$ cat src/rtl/collision_detect_pkg.sv
// Shared constants and FSM encoding for the frog/car collision checker.
package collision_detect_pkg;

    localparam int COORD_W        = 10;
    localparam int TILE_SIZE      = 32;
    localparam int H_VISIBLE_AREA = 640;
    localparam int V_VISIBLE_AREA = 480;

    typedef enum logic [1:0] {
        IDLE  = 2'd0,
        SCAN  = 2'd1,
        HIT   = 2'd2,
        GRACE = 2'd3
    } state_t;

endpackage

$ cat src/rtl/collision_detect_aabb.sv
// Combinational axis-aligned box overlap test; edge-touching boxes do not overlap.
module aabb_overlap
    import collision_detect_pkg::*;
#(
    parameter int A_W = TILE_SIZE,
    parameter int A_H = TILE_SIZE,
    parameter int B_W = 2 * TILE_SIZE,
    parameter int B_H = TILE_SIZE
)(
    input  logic [COORD_W-1:0] a_x,
    input  logic [COORD_W-1:0] a_y,
    input  logic [COORD_W-1:0] b_x,
    input  logic [COORD_W-1:0] b_y,
    output logic               overlap
);

    localparam int SUM_W = COORD_W + 1;

    // One spare bit so coordinate + size never wraps near the screen edge.
    logic [SUM_W-1:0] ax, ay, bx, by;

    assign ax = {1'b0, a_x};
    assign ay = {1'b0, a_y};
    assign bx = {1'b0, b_x};
    assign by = {1'b0, b_y};

    assign overlap = (ax < bx + SUM_W'(B_W)) &&
                     (bx < ax + SUM_W'(A_W)) &&
                     (ay < by + SUM_W'(B_H)) &&
                     (by < ay + SUM_W'(A_H));

endmodule

$ cat src/rtl/collision_detect.sv
// Per-frame frog/car collision scanner: snapshot on frame start, one car per clock,
// single-cycle pulse on the first hit, then a grace period counted in frames.
module collision_detect
    import collision_detect_pkg::*;
#(
    parameter int NUM_CARS     = 8,
    parameter int TILE_SIZE    = collision_detect_pkg::TILE_SIZE,
    parameter int CAR_W        = 64,
    parameter int GRACE_FRAMES = 2
)(
    input  logic                        i_Clk,
    input  logic                        i_Rst_L,
    input  logic                        i_Frame_Start,
    input  logic [COORD_W-1:0]          i_Frog_X,
    input  logic [COORD_W-1:0]          i_Frog_Y,
    input  logic [COORD_W*NUM_CARS-1:0] i_Car_X,
    input  logic [COORD_W*NUM_CARS-1:0] i_Car_Y,
    input  logic [NUM_CARS-1:0]         i_Car_Valid,
    output logic                        o_Has_Collided,
    output logic [3:0]                  o_Hit_Index,
    output logic                        o_Busy,
    output logic [7:0]                  o_Collision_Count
);

    localparam int               IDX_W      = (NUM_CARS > 1) ? $clog2(NUM_CARS) : 1;
    localparam int               SLOTS      = 1 << IDX_W;
    localparam logic [IDX_W-1:0] LAST_IDX   = IDX_W'(NUM_CARS - 1);
    localparam logic [3:0]       GRACE_INIT = 4'(GRACE_FRAMES);

    state_t             state, state_nx;
    logic [IDX_W-1:0]   idx;
    logic [3:0]         grace_cnt;
    logic [COORD_W-1:0] snap_frog_x, snap_frog_y;
    logic [COORD_W-1:0] snap_car_x [SLOTS];
    logic [COORD_W-1:0] snap_car_y [SLOTS];
    logic [SLOTS-1:0]   snap_valid;
    logic               overlap;
    logic               hit;

    // Slots past NUM_CARS stay at their reset value, so they never report a hit.
    aabb_overlap #(
        .A_W (TILE_SIZE),
        .A_H (TILE_SIZE),
        .B_W (CAR_W),
        .B_H (TILE_SIZE)
    ) u_overlap (
        .a_x     (snap_frog_x),
        .a_y     (snap_frog_y),
        .b_x     (snap_car_x[idx]),
        .b_y     (snap_car_y[idx]),
        .overlap (overlap)
    );

    assign hit = snap_valid[idx] && overlap;

    // NOTE: sequential state uses non-blocking assignments so every register samples pre-edge values.
    always_ff @(posedge i_Clk or negedge i_Rst_L) begin
        if (!i_Rst_L) state <= IDLE;
        else          state <= state_nx;
    end

    // NOTE: next state defaults to the current state first, so no path infers a latch.
    always_comb begin
        state_nx = state;
        case (state)
            IDLE:    if (i_Frame_Start) state_nx = SCAN;
            SCAN:    if (hit)                  state_nx = HIT;
                     else if (idx == LAST_IDX) state_nx = IDLE;
            HIT:     state_nx = GRACE;
            GRACE:   if (i_Frame_Start && grace_cnt <= 4'd1) state_nx = IDLE;
            default: state_nx = IDLE;
        endcase
    end

    always_comb begin
        o_Has_Collided = (state == HIT);
        o_Busy         = (state == SCAN);
    end

    // NOTE: the snapshot array is small and explicitly cleared on reset, so no stale car can hit after reset.
    always_ff @(posedge i_Clk or negedge i_Rst_L) begin
        if (!i_Rst_L) begin
            idx               <= '0;
            grace_cnt         <= '0;
            o_Hit_Index       <= '0;
            o_Collision_Count <= '0;
            snap_frog_x       <= '0;
            snap_frog_y       <= '0;
            snap_valid        <= '0;
            for (int k = 0; k < SLOTS; k++) begin
                snap_car_x[k] <= '0;
                snap_car_y[k] <= '0;
            end
        end else begin
            case (state)
                IDLE: begin
                    if (i_Frame_Start) begin
                        idx         <= '0;
                        snap_frog_x <= i_Frog_X;
                        snap_frog_y <= i_Frog_Y;
                        for (int k = 0; k < NUM_CARS; k++) begin
                            snap_car_x[k] <= i_Car_X[COORD_W*k +: COORD_W];
                            snap_car_y[k] <= i_Car_Y[COORD_W*k +: COORD_W];
                            snap_valid[k] <= i_Car_Valid[k];
                        end
                    end
                end
                SCAN: begin
                    // Index and count move on the edge that enters HIT, aligned with the pulse.
                    if (hit) begin
                        o_Hit_Index <= 4'(idx);
                        if (o_Collision_Count != 8'hFF)
                            o_Collision_Count <= o_Collision_Count + 8'd1;
                    end else if (idx != LAST_IDX) begin
                        idx <= idx + 1'b1;
                    end
                end
                HIT:   grace_cnt <= GRACE_INIT;
                GRACE: if (i_Frame_Start && grace_cnt != 4'd0) grace_cnt <= grace_cnt - 4'd1;
                default: ;
            endcase
        end
    end

endmodule
$ cat config.mk
export PLATFORM = sky130hd
export DESIGN_NAME = collision_detect
export DESIGN_NICKNAME = d
export VERILOG_FILES = /design/src/rtl/collision_detect_pkg.sv /design/src/rtl/collision_detect_aabb.sv /design/src/rtl/collision_detect.sv
export SDC_FILE = /design/constraint.sdc
export NUM_CORES = 1
export LEC_CHECK = 0
export BUFFER_PORTS_ARGS = -buffer_cell sky130_fd_sc_hd__buf_2
export CORE_UTILIZATION = 35
export DETAILED_ROUTE_END_ITERATION = 10
export MAX_ROUTING_LAYER = met4
export SETUP_SLACK_MARGIN = 0.1
export SYNTH_ARGS = -nofsm -noshare
export SYNTH_HDL_FRONTEND = slang
export SYNTH_HIERARCHICAL = 1
export SYNTH_SLANG_ARGS = --single-unit
$ cat constraint.sdc
create_clock -name i_Clk -period 3.9 [get_ports i_Clk]
set_input_delay 0.585 -clock i_Clk [delete_from_list [all_inputs] [get_ports i_Clk]]
set_output_delay 0.585 -clock i_Clk [all_outputs]
set_load 0.005 [all_outputs]
# == After elaboration in Yosys (flattened, before gate mapping) ==
# Cells that the tools add are included.
# word_totals
regBits,208
latchBits,0
ram_bits,0
mem_bits_ro,0
output_inout_bits,14
wordCells,86
n_memories,0
# op_classes
add_sub_neg,7
multipliers,0
div,0
n_lt_le_gt_ge,7
n_eq_ne,12
n_shift,0
mux,19
bitwise,1
n_reduce_logical,16
# op_table
operator,n
10-bit binary-select mux with 3-bit select,2
10-bit by 11-bit < comparator with 1-bit output,4
10-bit two-way mux,4
10-bit by 6-bit adder with 11-bit output (second input constant),3
10-bit by 7-bit adder with 11-bit output (second input constant),1
3-bit two-way mux,3
8-bit by 1-bit adder with 8-bit output (second input constant),1
2-bit two-way mux,4
2-bit != test (second input constant),4
8-bit != test (second input constant),1
2-bit case mux with 4 select lines,1
4-bit case mux with 2 select lines,1
1-bit logical AND,6
3-bit case mux with 2 select lines,1
2-bit AND reduction,3
3-bit AND reduction,2
2-bit equality test (second input constant),2
4-bit greater-or-equal comparator (second input constant),1
4-bit by 1-bit less-or-equal comparator with 1-bit output (second input constant),1
3-bit by 4-bit < comparator with 1-bit output (second input constant),1
4-bit two-way mux,1
3-bit NOT with 4-bit output,1
4-bit AND reduction,1
2-bit nonzero test,2
11 further kinds,11

# == Depth between registers and ports, before layout ==
# depth
word_depth,12
ltp_mapped,18
depth_no_buf,16

# == Hierarchy ==
# The synthesis kept the hierarchy.
# modules_own_cells
module,instances,cells_per_inst,area_per_inst_um2,seq_area_each_um2
collision_detect,1,620,9272.6,5205.0
aabb_overlap,1,140,1076.0,0.0

# == Least setup slack after synthesis ==
# OpenSTA, ideal clock, no wires.
# synth_timing
path_type,register -> register
startpoint,reg idx[0]
endpoint,reg o_Collision_Count[7]
setup_ps,128
arrival_time_ps,3771
required_ps,3772
path_slack_ps,1
path_stages_with_launch,19
n_path_buf,2
synth_period_minus_slack_ps,3899
cell_sequence,dfrtp_1 -> buf_4 -> buf_2 -> mux4_2 -> nand2_1 -> nand2_1 -> ha_1 -> nand3_1 -> xor2_1 -> ha_1 -> inv_1 -> a211oi_1 -> nor4_1 -> o31ai_1 -> nor3_2 -> o31ai_4 -> or2_4 -> nor4_2 -> mux2_1
# synth_via
elab_chain_cells,11
word_cells_on_any_way,20
cone_classes,2 x add/sub; 4 x order compare; 8 x mux; 1 x bitwise; 5 x reduce/logical
# synth_lines
item,line_no,rtl
from (decl),collision_detect.sv:31,logic [IDX_W-1:0] idx;
from (signal assigned),collision_detect.sv:115,idx <= idx + 1'b1;
3-bit NOT with 4-bit output (implied by the code) *,"collision_detect.sv:49, collision_detect.sv:50",
10-bit binary-select mux with 3-bit select,collision_detect.sv:49,".b_x (snap_car_x[idx]),"
10-bit two-way mux (implied by the code) (2 in series),collision_detect.sv:49,
10-bit by 7-bit adder with 11-bit output,collision_detect_aabb.sv:27,assign overlap = (ax < bx + SUM_W'(B_W)) &&
10-bit by 11-bit < comparator with 1-bit output,collision_detect_aabb.sv:27,
1-bit logical AND,collision_detect_aabb.sv:27,
1-bit logical AND,collision_detect_aabb.sv:28,(bx < ax + SUM_W'(A_W)) &&
1-bit logical AND *,collision_detect_aabb.sv:29,(ay < by + SUM_W'(B_H)) &&
net overlap,collision_detect.sv:37,logic overlap;
1-bit logical AND *,collision_detect.sv:54,assign hit = snap_valid[idx] && overlap;
3-bit AND reduction (no source line) *,--,
to (signal assigned),collision_detect.sv:113,o_Collision_Count <= o_Collision_Count + 8'd1;
to (decl),collision_detect.sv:22,output logic [7:0] o_Collision_Count
# The timed path passes the listed nets; every way through them passes the cells marked *. The select of a mux whose other input is x is not followed.
# A chain may end at the register's enable or synchronous reset.

# == Worst setup path in the final report ==
# layout_timing
startpoint,reg idx[0]
endpoint,reg state[0]
# layout_via
elab_chain_cells,12
word_cells_on_any_way,24
cone_classes,2 x add/sub; 4 x order compare; 2 x eq/ne; 10 x mux; 1 x bitwise; 5 x reduce/logical
# layout_lines
item,line_no,rtl
3-bit NOT with 4-bit output (implied by the code) *,"collision_detect.sv:49, collision_detect.sv:50",
10-bit binary-select mux with 3-bit select,collision_detect.sv:49,
10-bit two-way mux (implied by the code) (2 in series),collision_detect.sv:49,
10-bit by 7-bit adder with 11-bit output,collision_detect_aabb.sv:27,
10-bit by 11-bit < comparator with 1-bit output,collision_detect_aabb.sv:27,
1-bit logical AND,collision_detect_aabb.sv:27,
1-bit logical AND,collision_detect_aabb.sv:28,
1-bit logical AND *,collision_detect_aabb.sv:29,
net overlap,collision_detect.sv:37,
1-bit logical AND *,collision_detect.sv:54,
2-bit two-way mux or 3-bit by 1-bit != test with 1-bit output (tied branches),--,
2-bit case mux with 4 select lines or 3-bit AND reduction (tied branches),--,
to (signal assigned),collision_detect.sv:59,else state <= state_nx;
to (decl),collision_detect.sv:30,"state_t state, state_nx;"
# Marked as above.

==> impl_results.md <==
- Max Fclk: between 0.2 and 0.3 GHz
- DIE HEIGHT: ~170 um
- EDFF count, synth: 0
- CP Data Arrival Time: between 4 and 5 ns
- DP HPWL: around 19 mm
- Die ar.: a little over 30000 sq um
- Adder-Cell Fraction of Synth Area: 0.0544
- Fin. max-slew vios: 0
- Yosys top cell area share: 0.503
- Clock transition at the registers of the reported paths: 0.06 ns
- Final wirelength: 26.2 mm
- Worst Setup Start Kind: register
- Core Util, Final: 0.464
- Final hold viol count: 0
- Largest family of logic cells by synthesized area: multiplexers
- Status: complete, no violations
- GR Overflow Total: 0
- CP Class: reg -> reg
- H-tree depth: 1
- CTS root buf: clkbuf_16
- Synth Net Count: 996
- Skew final: ~0.018 ns
- Met1 WL: 12.0 mm
- Via density: 4.96
- Top FF cell, synth: dfrtp_1
- CP Capture Type: register
- Post-synthesis simple-gate area fraction: 0.0612
- PD cells: 961 nW/um^2
- CTS buffer count: 24
- Syn avg cell area: 13.6 sq um
- Die width: 174 um
- Maximum vdd drop: about 0.00049 V
- Register area: roughly 5200 sq um
- Met3 wire len: ~1.3 mm
- Layout cells sized above 1: 0.581
- Pin count of the biggest net entering global routing: around 120
- DRT antenna net count: 0
- Worst Tran Pin Value: around 0.91 ns
- Hold Crit Class: in -> async
- Mux cell area share after synthesis: 0.304
- Logic pwr share: 0.516
- Share of power burned in registers: 0.311
- Mapped Cells: between 700 and 800
- Leakage: 6.04 nW
- Num ports: approximately 200
- Leading area contributor after synthesis: dfrtp_1
- Synthesis-to-finish area growth: 29.3%
- Filler Cells Inserted: between 2000 and 3000
- Met2 WL: about 12 mm
- Synth unique cells: 50
- Sw frac: 0.357
- Initial antenna violation count: 8
- CORE AREA: around 29000 sq um
- Global-route wire length before repair: a little over 40 mm
- Sequential fraction of the synthesis area: 0.503
- DR pass1 iterations: 4
- TritonCTS clock tree: yes
- Number of max-cap violations: 0
- Avg WL per Cell: around 18 um
- Synthesis-stage register bit count: approximately 210
- Post-synthesis xor/xnor area fraction: 0.0127
- Yosys Warn Count: 6
- Drt drc: 0
- Ys async rst share: 1.00
- Most common cell in the netlist: dfrtp_1
- Drt initial violations: ~290
- Worst rel slew slack: 0.396
- Hold slack: just under 0.2 ns
- PortBufs: between 200 and 250
- Internal Power: approximately 0.0083 W
- Layout Nets: about 1200
- Clk pwr share: 0.174
- Worst-case clock buffer depth: 3
- Synth area leaders: dfrtp_1, mux2_2, mux4_2
- Gr usage total: 0.180
- Post-CTS Hold Buffers: 0
- Commonest cells post-synth: dfrtp_1, mux2_2, nand2_1, ha_1, mux4_2
- Clock Sinks: 208
- Psw: approximately 0.0046 W
- Vias in the first global route: 7427
- Worst endpoint required time: 4.28 ns
- Initial Utilization: 0.359
- DR top layer: met4
- Multi-input gate area: 5170 sq um
- Row Count: between 60 and 70
- Setup Viol. Count Final: 0
- Vias: around 7000
- Min Tclk post-route: ~3.8 ns
- Post-Syn Area: about 10000 sq um
- Compound-gate portion of the synthesized area: 0.0363
- Clk_lat worst skew: roughly 0.52 ns
- Placer Congestion: around 0.81
- RSZ-0062 raised after global routing: yes
- Final period utilization: 0.977
- CP Max Fanout: 5
-- kinds of logic after synthesis --
| kind of cell | Yosys count |
|---|---|
| AO/OA/AOI/OAI | 53 |
| XOR/XNOR | 15 |
| adder cells (fa/ha/maj) | 45 |
| buffers and inverters | 69 |
| flip-flops | 208 |
| multiplexers | 240 |
| other | 1 |
| AND/OR/NAND/NOR | 129 |
-- stage by stage --
step                      setup slack, ns  setup TNS [ns]  cells  total power [W]  instance area (sq um)
after floorplan                     0.108               0    760          0.00796                  10400
after global placement             0.0404               0   1347          0.00964                  12000
after detailed placement          -0.0504         -0.0741   1347          0.00980                  12000
after CTS                        -0.00210        -0.00210   1403           0.0124                  13100
after global routing              -0.0809          -0.222   1415           0.0138                  13400
final                              0.0895               0   1415           0.0129                  13400
-- placed cells by master (no fill, tap or decap), types with 3 or more instances in the layout --
cell type,count
a211o_1,3
a211oi_1,3
a21oi_1,10
a21oi_2,4
a22o_1,3
and4_1,4
buf_12,9
buf_2,202
buf_4,34
buf_6,10
clkbuf_1,4
clkbuf_16,25
clkbuf_8,7
clkinv_2,6
dfrtp_1,206
diode_2,8
ha_1,37
ha_4,7
inv_1,32
mux2_2,190
mux2_4,5
mux2i_1,3
mux4_2,40
nand2_1,46
nand2_2,23
nand2b_1,5
nand2b_4,3
nand3_1,10
nand4_1,6
nor2_1,8
nor3_1,3
nor3_2,3
o2111ai_1,3
o21ai_0,9
xnor2_1,5
xor2_1,8
-- power by group through the flow --
stage          Combinational, W  Clock (W)  Sequential (W)
3_3_place_gp            0.00564          0         0.00401
5_1_grt                 0.00726    0.00239         0.00414
4_1_cts                 0.00614    0.00230         0.00401
2_1_floorplan           0.00427          0         0.00369
3_5_place_dp            0.00578          0         0.00402
6_report                0.00663    0.00224         0.00400
-- routing by layer --
metal / global-route usage / up-vias
met5: - / -
met4: 0.0468 / 0
met3: 0.0370 / 36
met2: 0.281 / 142
met1: 0.240 / 3566
li1: - / 3270
-- area by class of cell --
class                           count  share of cell area
Antenna cell                        8             0.00150
Clock buffer                       35              0.0540
Clock inverter                      8             0.00514
Inverter                           32             0.00898
Multi-Input combinational cell    483               0.386
Sequential cell                   208               0.390
Tap cell                          384              0.0359
Timing Repair Buffer              257               0.119
-- registers in the layout, summed over array words and instances, names as in the netlist, named ones only --
| signal | flops |
|---|---|
| grace_cnt | 4 |
| idx | 3 |
| o_Collision_Count | 8 |
| o_Hit_Index | 3 |
| snap_car_x | 80 |
| snap_car_y | 80 |
| snap_frog_x | 10 |
| snap_frog_y | 10 |
| snap_valid | 8 |
| state | 1 |
-- worst max-delay path, stage by stage, from the launching register on --
cell and delay, ns:
dfrtp_4 0.53, buf_6 0.14, buf_8 0.12, buf_4 0.14, mux4_2 0.47, nand2_2 0.11, nand2_1 0.07, ha_1 0.18
a21o_1 0.16, a211o_1 0.30, a41oi_2 0.22, o31ai_2 0.09, nor3_2 0.18, o31ai_4 0.14, or2_4 0.28, o21a_1 0.19
or3b_1 0.36
-- repair_timing --
item | in CTS | in global routing
setup buffers | 12 | 5
gates resized for setup | 24 | 58
endpoints found under the setup margin | 11 | 16
cloned | 1 | 0
pin swaps | 10 | 28
-- final timing paths --
check	startpoint	to	slack, ns	cells after the start
worst max-delay path	idx[0]	state[0]	0.09	16
worst min-delay path	i_Rst_L	snap_car_x[3]	0.19	1
worst max register to register	idx[0]	state[0]	0.09	16
worst min register to register	snap_car_y[12]	snap_car_y[12]	0.50	1
max in group asynchronous	i_Rst_L	snap_car_y[28]	2.79	2
min in group i_Clk	i_Car_Y[7]	snap_car_y[77]	0.29	2
Note: power is estimated with default switching activity, not from simulation.
